--- config.mk ---
export PLATFORM = sky130hd
export DESIGN_NAME = muldiv_unit
export DESIGN_NICKNAME = d
export VERILOG_FILES = /design/src/rtl/muldiv_unit.sv
export SDC_FILE = /design/constraint.sdc
export NUM_CORES = 1
export LEC_CHECK = 0
export BUFFER_PORTS_ARGS = -buffer_cell sky130_fd_sc_hd__clkbuf_2
export CORE_UTILIZATION = 50
export CTS_BUF_LIST = sky130_fd_sc_hd__clkbuf_16
export CTS_CLUSTER_SIZE = 8
export DETAILED_ROUTE_END_ITERATION = 12
export PLACE_DENSITY = 0.72
export SETUP_SLACK_MARGIN = 0.02
export SLEW_MARGIN = 20
export SYNTH_ARGS = -nofsm -noshare
export SYNTH_HDL_FRONTEND = slang
export SYNTH_SLANG_ARGS = --single-unit
--- constraint.sdc ---
create_clock -name clk -period 8 [get_ports clk]
set_clock_uncertainty 0.05 [all_clocks]
set_input_delay 0.4 -clock clk [delete_from_list [all_inputs] [get_ports clk]]
set_output_delay 0.4 -clock clk [all_outputs]
set_load 0.005 [all_outputs]
--- src/rtl/muldiv_unit.sv ---
// Iterative multiply/divide unit with private HI/LO registers for the MIPS datapath.
// MULT/MULTU/DIV/DIVU take WIDTH+1 cycles; MTHI/MTLO complete in a single cycle.
//
// state  | meaning
// S_IDLE | waiting for start; MTHI/MTLO are handled here
// S_CALC | one shift-add or shift-subtract iteration per cycle, WIDTH cycles
// S_FIX  | sign correction, HI/LO write, done pulse
module muldiv_unit #(
    parameter int WIDTH = 32
) (
    input  logic             clk,
    input  logic             rst_n,
    input  logic             start,
    input  logic [2:0]       op,
    input  logic [WIDTH-1:0] a,
    input  logic [WIDTH-1:0] b,
    output logic [WIDTH-1:0] hi,
    output logic [WIDTH-1:0] lo,
    output logic             busy,
    output logic             done,
    output logic             div_by_zero
);
    localparam int CW = $clog2(WIDTH);

    typedef enum logic [1:0] {S_IDLE, S_CALC, S_FIX} state_t;

    state_t           state, state_nxt;
    logic [CW-1:0]    cnt;
    logic [2*WIDTH-1:0] acc;
    logic [WIDTH-1:0] mag_b;
    logic             is_div, neg_res, neg_rem, zero_div;

    logic             issue, a_neg, b_neg;
    logic [WIDTH-1:0] mag_a_in, mag_b_in;
    logic [WIDTH:0]   mul_sum, div_shift, div_diff;
    logic             div_ok;
    logic [WIDTH-1:0] rem_nxt, quo_mag, rem_mag;
    logic [2*WIDTH-1:0] prod;

    assign issue    = (state == S_IDLE) && start && !op[2];
    assign a_neg    = !op[0] && a[WIDTH-1];
    assign b_neg    = !op[0] && b[WIDTH-1];
    assign mag_a_in = a_neg ? -a : a;
    assign mag_b_in = b_neg ? -b : b;
    assign busy     = (state != S_IDLE);

    // Multiply: acc = {partial product, remaining multiplier bits}.
    assign mul_sum  = {1'b0, acc[2*WIDTH-1:WIDTH]} + (acc[0] ? {1'b0, mag_b} : {(WIDTH+1){1'b0}});

    // Divide: acc = {partial remainder, dividend bits shifting into quotient}.
    assign div_shift = {acc[2*WIDTH-1:WIDTH], acc[WIDTH-1]};
    assign div_ok    = (div_shift >= {1'b0, mag_b});
    assign div_diff  = div_shift - {1'b0, mag_b};
    assign rem_nxt   = div_ok ? div_diff[WIDTH-1:0] : div_shift[WIDTH-1:0];

    assign prod    = neg_res ? -acc : acc;
    assign quo_mag = acc[WIDTH-1:0];
    assign rem_mag = acc[2*WIDTH-1:WIDTH];

    always_ff @(posedge clk or negedge rst_n) begin
        if (!rst_n) state <= S_IDLE;
        else        state <= state_nxt;
    end

    always_comb begin
        state_nxt = state;
        case (state)
            S_IDLE:  if (issue) state_nxt = S_CALC;
            S_CALC:  if (cnt == CW'(WIDTH-1)) state_nxt = S_FIX;
            S_FIX:   state_nxt = S_IDLE;
            default: state_nxt = S_IDLE;
        endcase
    end

    always_ff @(posedge clk or negedge rst_n) begin
        if (!rst_n) begin
            hi          <= '0;
            lo          <= '0;
            done        <= 1'b0;
            div_by_zero <= 1'b0;
            cnt         <= '0;
            acc         <= '0;
            mag_b       <= '0;
            is_div      <= 1'b0;
            neg_res     <= 1'b0;
            neg_rem     <= 1'b0;
            zero_div    <= 1'b0;
        end else begin
            done <= 1'b0;
            case (state)
                S_IDLE: begin
                    if (issue) begin
                        acc      <= {{WIDTH{1'b0}}, mag_a_in};
                        mag_b    <= mag_b_in;
                        is_div   <= op[1];
                        neg_res  <= a_neg ^ b_neg;
                        neg_rem  <= a_neg;
                        zero_div <= op[1] && (b == '0);
                        cnt      <= '0;
                    end else if (start && op == 3'b100) begin
                        hi <= a;
                    end else if (start && op == 3'b101) begin
                        lo <= a;
                    end
                end
                S_CALC: begin
                    cnt <= cnt + CW'(1);
                    if (is_div) acc <= {rem_nxt, acc[WIDTH-2:0], div_ok};
                    else        acc <= {mul_sum, acc[WIDTH-1:1]};
                end
                S_FIX: begin
                    done        <= 1'b1;
                    div_by_zero <= zero_div;
                    if (is_div) begin
                        // Zero divisor: remainder path already reproduces a; quotient forced to all ones.
                        lo <= zero_div ? '1 : (neg_res ? -quo_mag : quo_mag);
                        hi <= neg_rem ? -rem_mag : rem_mag;
                    end else begin
                        hi <= prod[2*WIDTH-1:WIDTH];
                        lo <= prod[WIDTH-1:0];
                    end
                end
                default: ;
            endcase
        end
    end
endmodule

* Word-level counts from Yosys, hierarchy flattened
Index checks and enable logic that the tools add are counted.
W data, S select, Z words.
** Word-level totals
- Bits in registers :: 173
- Bits in latches :: 0
- Memory bits (writable) :: 0
- Bits in read-only memories :: 0
- Input bits :: 70
- Output and inout port bits :: 67
- Memories :: 0
** Operators by class
- Add/subtract/negate cells :: 8
- Multiply operators :: 0
- Divide/modulo/power cells :: 0
- Order comparisons :: 1
- Eq/ne operators :: 11
- Shifts and indexed selects :: 0
- Mux-type cells :: 26
- Bitwise operators :: 1
- Reduce and logical (&&, ||, !) cells :: 19
** Operator list (count)
- $mux W32 :: 14
- $mux W64 :: 3
- $neg A32 Y32 :: 4
- $pmux W32 S2 :: 2
- $pmux W64 S2 :: 1
- $neg A64 Y64 :: 1
- $add A32 B32 Y33 :: 1
- $ge A33 B32 Y1 :: 1
- $logic_not A32 Y1 :: 1
- $sub A32 B32 Y32 :: 1
- $pmux W5 S2 :: 1
- $ne A2 B2 Y1 const B :: 4
- $logic_and A1 B1 Y1 :: 7
- $eq A3 B3 Y1 const B :: 2
- $reduce_and A2 Y1 :: 3
- $reduce_bool A2 Y1 :: 3
- $add A5 B1 Y5 const B :: 1
- $eq A5 B5 Y1 const B :: 1
- $mux W5 :: 1
- $mux W2 :: 2
- $ne A2 B1 Y1 const B :: 2
- $pmux W2 S2 :: 1
- $reduce_and A4 Y1 :: 1
- $reduce_and A3 Y1 :: 1
- 6 further kinds :: 7

* Longest topological paths before layout
- Word-level depth :: 6
- Gate-level depth with buffers :: 15
- Gate-level depth less buffers :: 13

* Least setup slack after synthesis
Ideal clock, no wire load.
- Kind :: reg2reg
- Start :: register acc[0]
- End :: register acc[62]
- Library setup time :: 0.138 ns
- Data arrival time :: 3.286 ns
- Setup slack :: 4.526 ns
- Stages on the path, launching flop included :: 15
- Buffers on the path :: 2
- Cells stage by stage :: dfrtp_1 clkbuf_1 inv_1 clkbuf_1 nor2_1 ha_1 nand2_1 o21ai_0 o21ai_0 o41ai_1 a22oi_1 o31a_1 o21ai_0 xnor2_1 a22oi_1
** Between the ends
- Longest elaborated chain between the ends :: 4
** Ends and longest elaborated chain
- from (decl) :: RTL line 29 : logic [2*WIDTH-1:0] acc;
- from (signal assigned) :: RTL line 93 : acc <= {{WIDTH{1'b0}}, mag_a_in};
- from (signal assigned) :: RTL line 108 : if (is_div) acc <= {rem_nxt, acc[WIDTH-2:0], div_ok};
- from (signal assigned) :: RTL line 109 : else acc <= {mul_sum, acc[WIDTH-1:1]};
- $mux W32 :: RTL line 48 : assign mul_sum = {1'b0, acc[2*WIDTH-1:WIDTH]} + (acc[0] ? {1'b0, mag_b} : {(WIDTH+1){1'b0}});
- $add A32 B32 Y33 :: RTL line 48
- $mux W64 :: RTL line 108
- $pmux W64 S2 :: RTL line 90 : case (state)
Every way passes these cells.
A chain may end at the register's enable or synchronous reset.

* Worst setup path after layout
- Start :: register acc[0]
- End :: register acc[63]
The elaborated chain is that of the path after synthesis.

==> results.toml <==
[global_routing]
groute.usage.overall_pct = 28.6
grt_start_max_net_pins = 102
grt_pass1_wl_um = 65300
top_usage_layer = "met2"
grt_antenna_before_repair = 0
met1_usage_pct = 38.6
vias_in_the_first_global_route = 12532
global_route.usage.met2_pct = 46.1
total_overflow_reported_by_the_global_router = 0
grt_use_met3_pct = 4.14

[cts]
ctsResizeCount = 0
cts_max_path_buffers = 2
htreeDepth = 4
ctsRootBufferMaster = "sky130_fd_sc_hd__clkbuf_16"
post-cts-setup-buffer-count = 0
cts_tree = "yes"
worst_setup_hold_path_clk_slew_ns = 0.07
cts-buffers-inserted = 17
clk_latency_ns = 0.45
clkSinkCount = 173
cts_hold_repair.buffers = 0

[detailed_routing]
drtAntennaViolNets = 0
drt_iter0_drc = 965
wl_per_cell_um = 18.4
total_number_of_vias = 13301
drt_pre_antenna_iters = 5
routed_via_density = 5.99
remaining_routing_drc_violations = 0
final_routed_wirelength_um = 40800

[synthesis]
yosysTopAreaCell = "sky130_fd_sc_hd__dfrtp_1"
synth.top_cells.by_count = "sky130_fd_sc_hd__nand2_1 (230), sky130_fd_sc_hd__o21ai_0 (211), sky130_fd_sc_hd__dfrtp_1 (173)"
synth.area.top_cells = "sky130_fd_sc_hd__dfrtp_1 (31%), sky130_fd_sc_hd__o21ai_0 (7.5%), sky130_fd_sc_hd__ha_1 (6.2%)"
synth_sequential_area_ratio_pct = 30.6
synthCells = 1769
syn_nets = 1911
yosys_most_used_dff = "sky130_fd_sc_hd__dfrtp_1"
syn_area_sq_um = 14100
synthArstFlopShare_pct = 100
post_synth_num_cell_types = 76
yosys.cell_count.top_type = "sky130_fd_sc_hd__nand2_1"
synth-edff-count = 0
avgSynthCellArea_sq_um = 8.00
synth-seq-cells = 173
synth.yosys.warnings = 0
post-synth-top-area-fraction_pct = 30.6

[cells_and_area]
synth_to_layout_area_growth_pct = 10.0
layout-drive-gt1-share_pct = 12.0
antenna-diode-count = 0
finalNetCount = 1971

[sta]
actual_slew_at_the_worst_max_slew_pin_ns = 1.13
final-hold-violation-count = 5
final-setup-viol-count = 0
fmax_ghz = 0.234
min_clock_period_post_route_ns = 4.28
final.hold.worst_slack_ns = -0.00819
timing.setup.tns_ns = 0
timing.max_slew.rel_slack_pct = 24.9
period_share_pct = 53.5
maxSlewViolCount = 0
grt_setup_unrepaired = "no"
postLayoutSetupSlackWorst_ns = 3.72

[floorplanning]
die_w_um = 170
start_util_pct = 50.9
die_h_um = 170
row_count = 61
fp.coreArea_sq_um = 27800
ios = 137
design.die.area_sq_um = 29000

[power]
static-leakage-power_nw = 6.94
total_power_mw = 7.21
peakVddDrop_uv = 204
power.density_nw_per_um2 = 464

[setup_path]
worstSetupStartpoint = "acc[0]"
path_class = "reg -> reg"
worst_r2r_startpoint = "acc[0]"
rrSetupSlack_ns = 3.72
critPathRequiredTime_ns = 8.22
kind_of_start_point_of_the_critical_path = "register"
reg2reg_depth = 12
crit_path_frequent_cell = "sky130_fd_sc_hd__o21ai_0"
timing.critical_path.slowest_stage_cell = "sky130_fd_sc_hd__inv_1"
path_max_fanout = 31
worst_setup_path_end_kind = "register"
worstPathArrival_ns = 4.51
cp_cell_sequence = "inv_1 -> nor2_1 -> ha_1 -> nor2b_1 -> o21ai_0 -> a21oi_1 -> o21ai_0 -> a21oi_1 -> o32ai_1 -> o21ai_0 -> a41oi_1 -> a41oi_1"
cpPeakStageDelay_ns = 0.75

[flow_run]
max_cap_violations = 0

[placed_design]
globalplace.congestion = 0.991
dp_hpwl_um = 30300
port-buffer-count = 136
dp_worst_setup_slack_ns = 3.94

[outcome]
failed_checks = "negative hold slack"
outcome = "finished with violations"

[hold_path]
hold_path_class = "in -> async"
## power by group
| group | switching [mW] | internal [mW] |
|---|---|---|
| logic | 2.69 | 1.90 |
| clock network | 0.395 | 0.408 |
| registers | 0.522 | 1.29 |
## layout make-up
class,count,area (sq um)
Fill cell,2683,12200
Multi-Input combinational cell,1429,9190
Sequential cell,173,4330
Timing Repair Buffer,151,800
Tap cell,378,473
Clock buffer,17,425
Inverter,57,214
Clock inverter,15,129
## sequential cells by signal, indices dropped and copies added, names as in the netlist
signal / cells
acc: 64
hi: 32
lo: 32
mag_b: 32
cnt: 5
state: 2
div_by_zero: 1
done: 1
is_div: 1
neg_rem: 1
neg_res: 1
zero_div: 1
## path summary, 6_finish.rpt
check,endpoint
max,acc[63]
min,lo[10]
max reg2reg,acc[63]
min reg2reg,lo[21]
max in group asynchronous,mag_b[31]
min in group clk,is_div
## routing by layer
layer	wire length, um	vias up
met5	0	-
met1	18500	6180
met4	1310	0
li1	-	6502
met3	2780	75
met2	18300	544
## metrics by stage
step           instance area [sq um]  cells  util, %
2_1_floorplan                  14100   1769        -
3_3_place_gp                   15000   2188     54.0
3_5_place_dp                   15000   2188     54.0
4_1_cts                        15600   2220     56.0
5_1_grt                        15600   2220     56.0
6_report                       15600   2220     56.0
## cells by family after synthesis
family,synth area share (%)
compound gates,25.0
xor+xnor,10.5
fa+ha+maj,6.48
buf+inv,4.53
flops,30.6
mux,4.79
simple gates,18.0
## worst max-delay path: cells and delay by family (launching register included)
family / cells / cell delay [ns]
compound gates: 8 / 2.19
fa+ha+maj: 1 / 0.37
flops: 1 / 0.46
buf+inv: 1 / 0.75
simple gates: 2 / 0.29
## cells in the final DEF, fill, tap and decap left out, drive strengths merged, types with 20 or more instances in the layout
| cell | netlist | routed |
|---|---|---|
| a21o | 31 | 31 |
| a21oi | 116 | 116 |
| clkbuf | 97 | 152 |
| dfrtp | 173 | 173 |
| ha | 70 | 70 |
| inv | 57 | 65 |
| mux2i | 62 | 62 |
| nand2 | 231 | 231 |
| nand3 | 32 | 32 |
| nor2 | 126 | 126 |
| nor3 | 27 | 27 |
| nor4 | 20 | 20 |
| o211ai | 38 | 38 |
| o21ai | 220 | 220 |
| o22ai | 36 | 36 |
| or3 | 22 | 22 |
| xnor2 | 100 | 100 |
| xor2 | 70 | 70 |
Note: power is estimated with default switching activity, not from simulation.
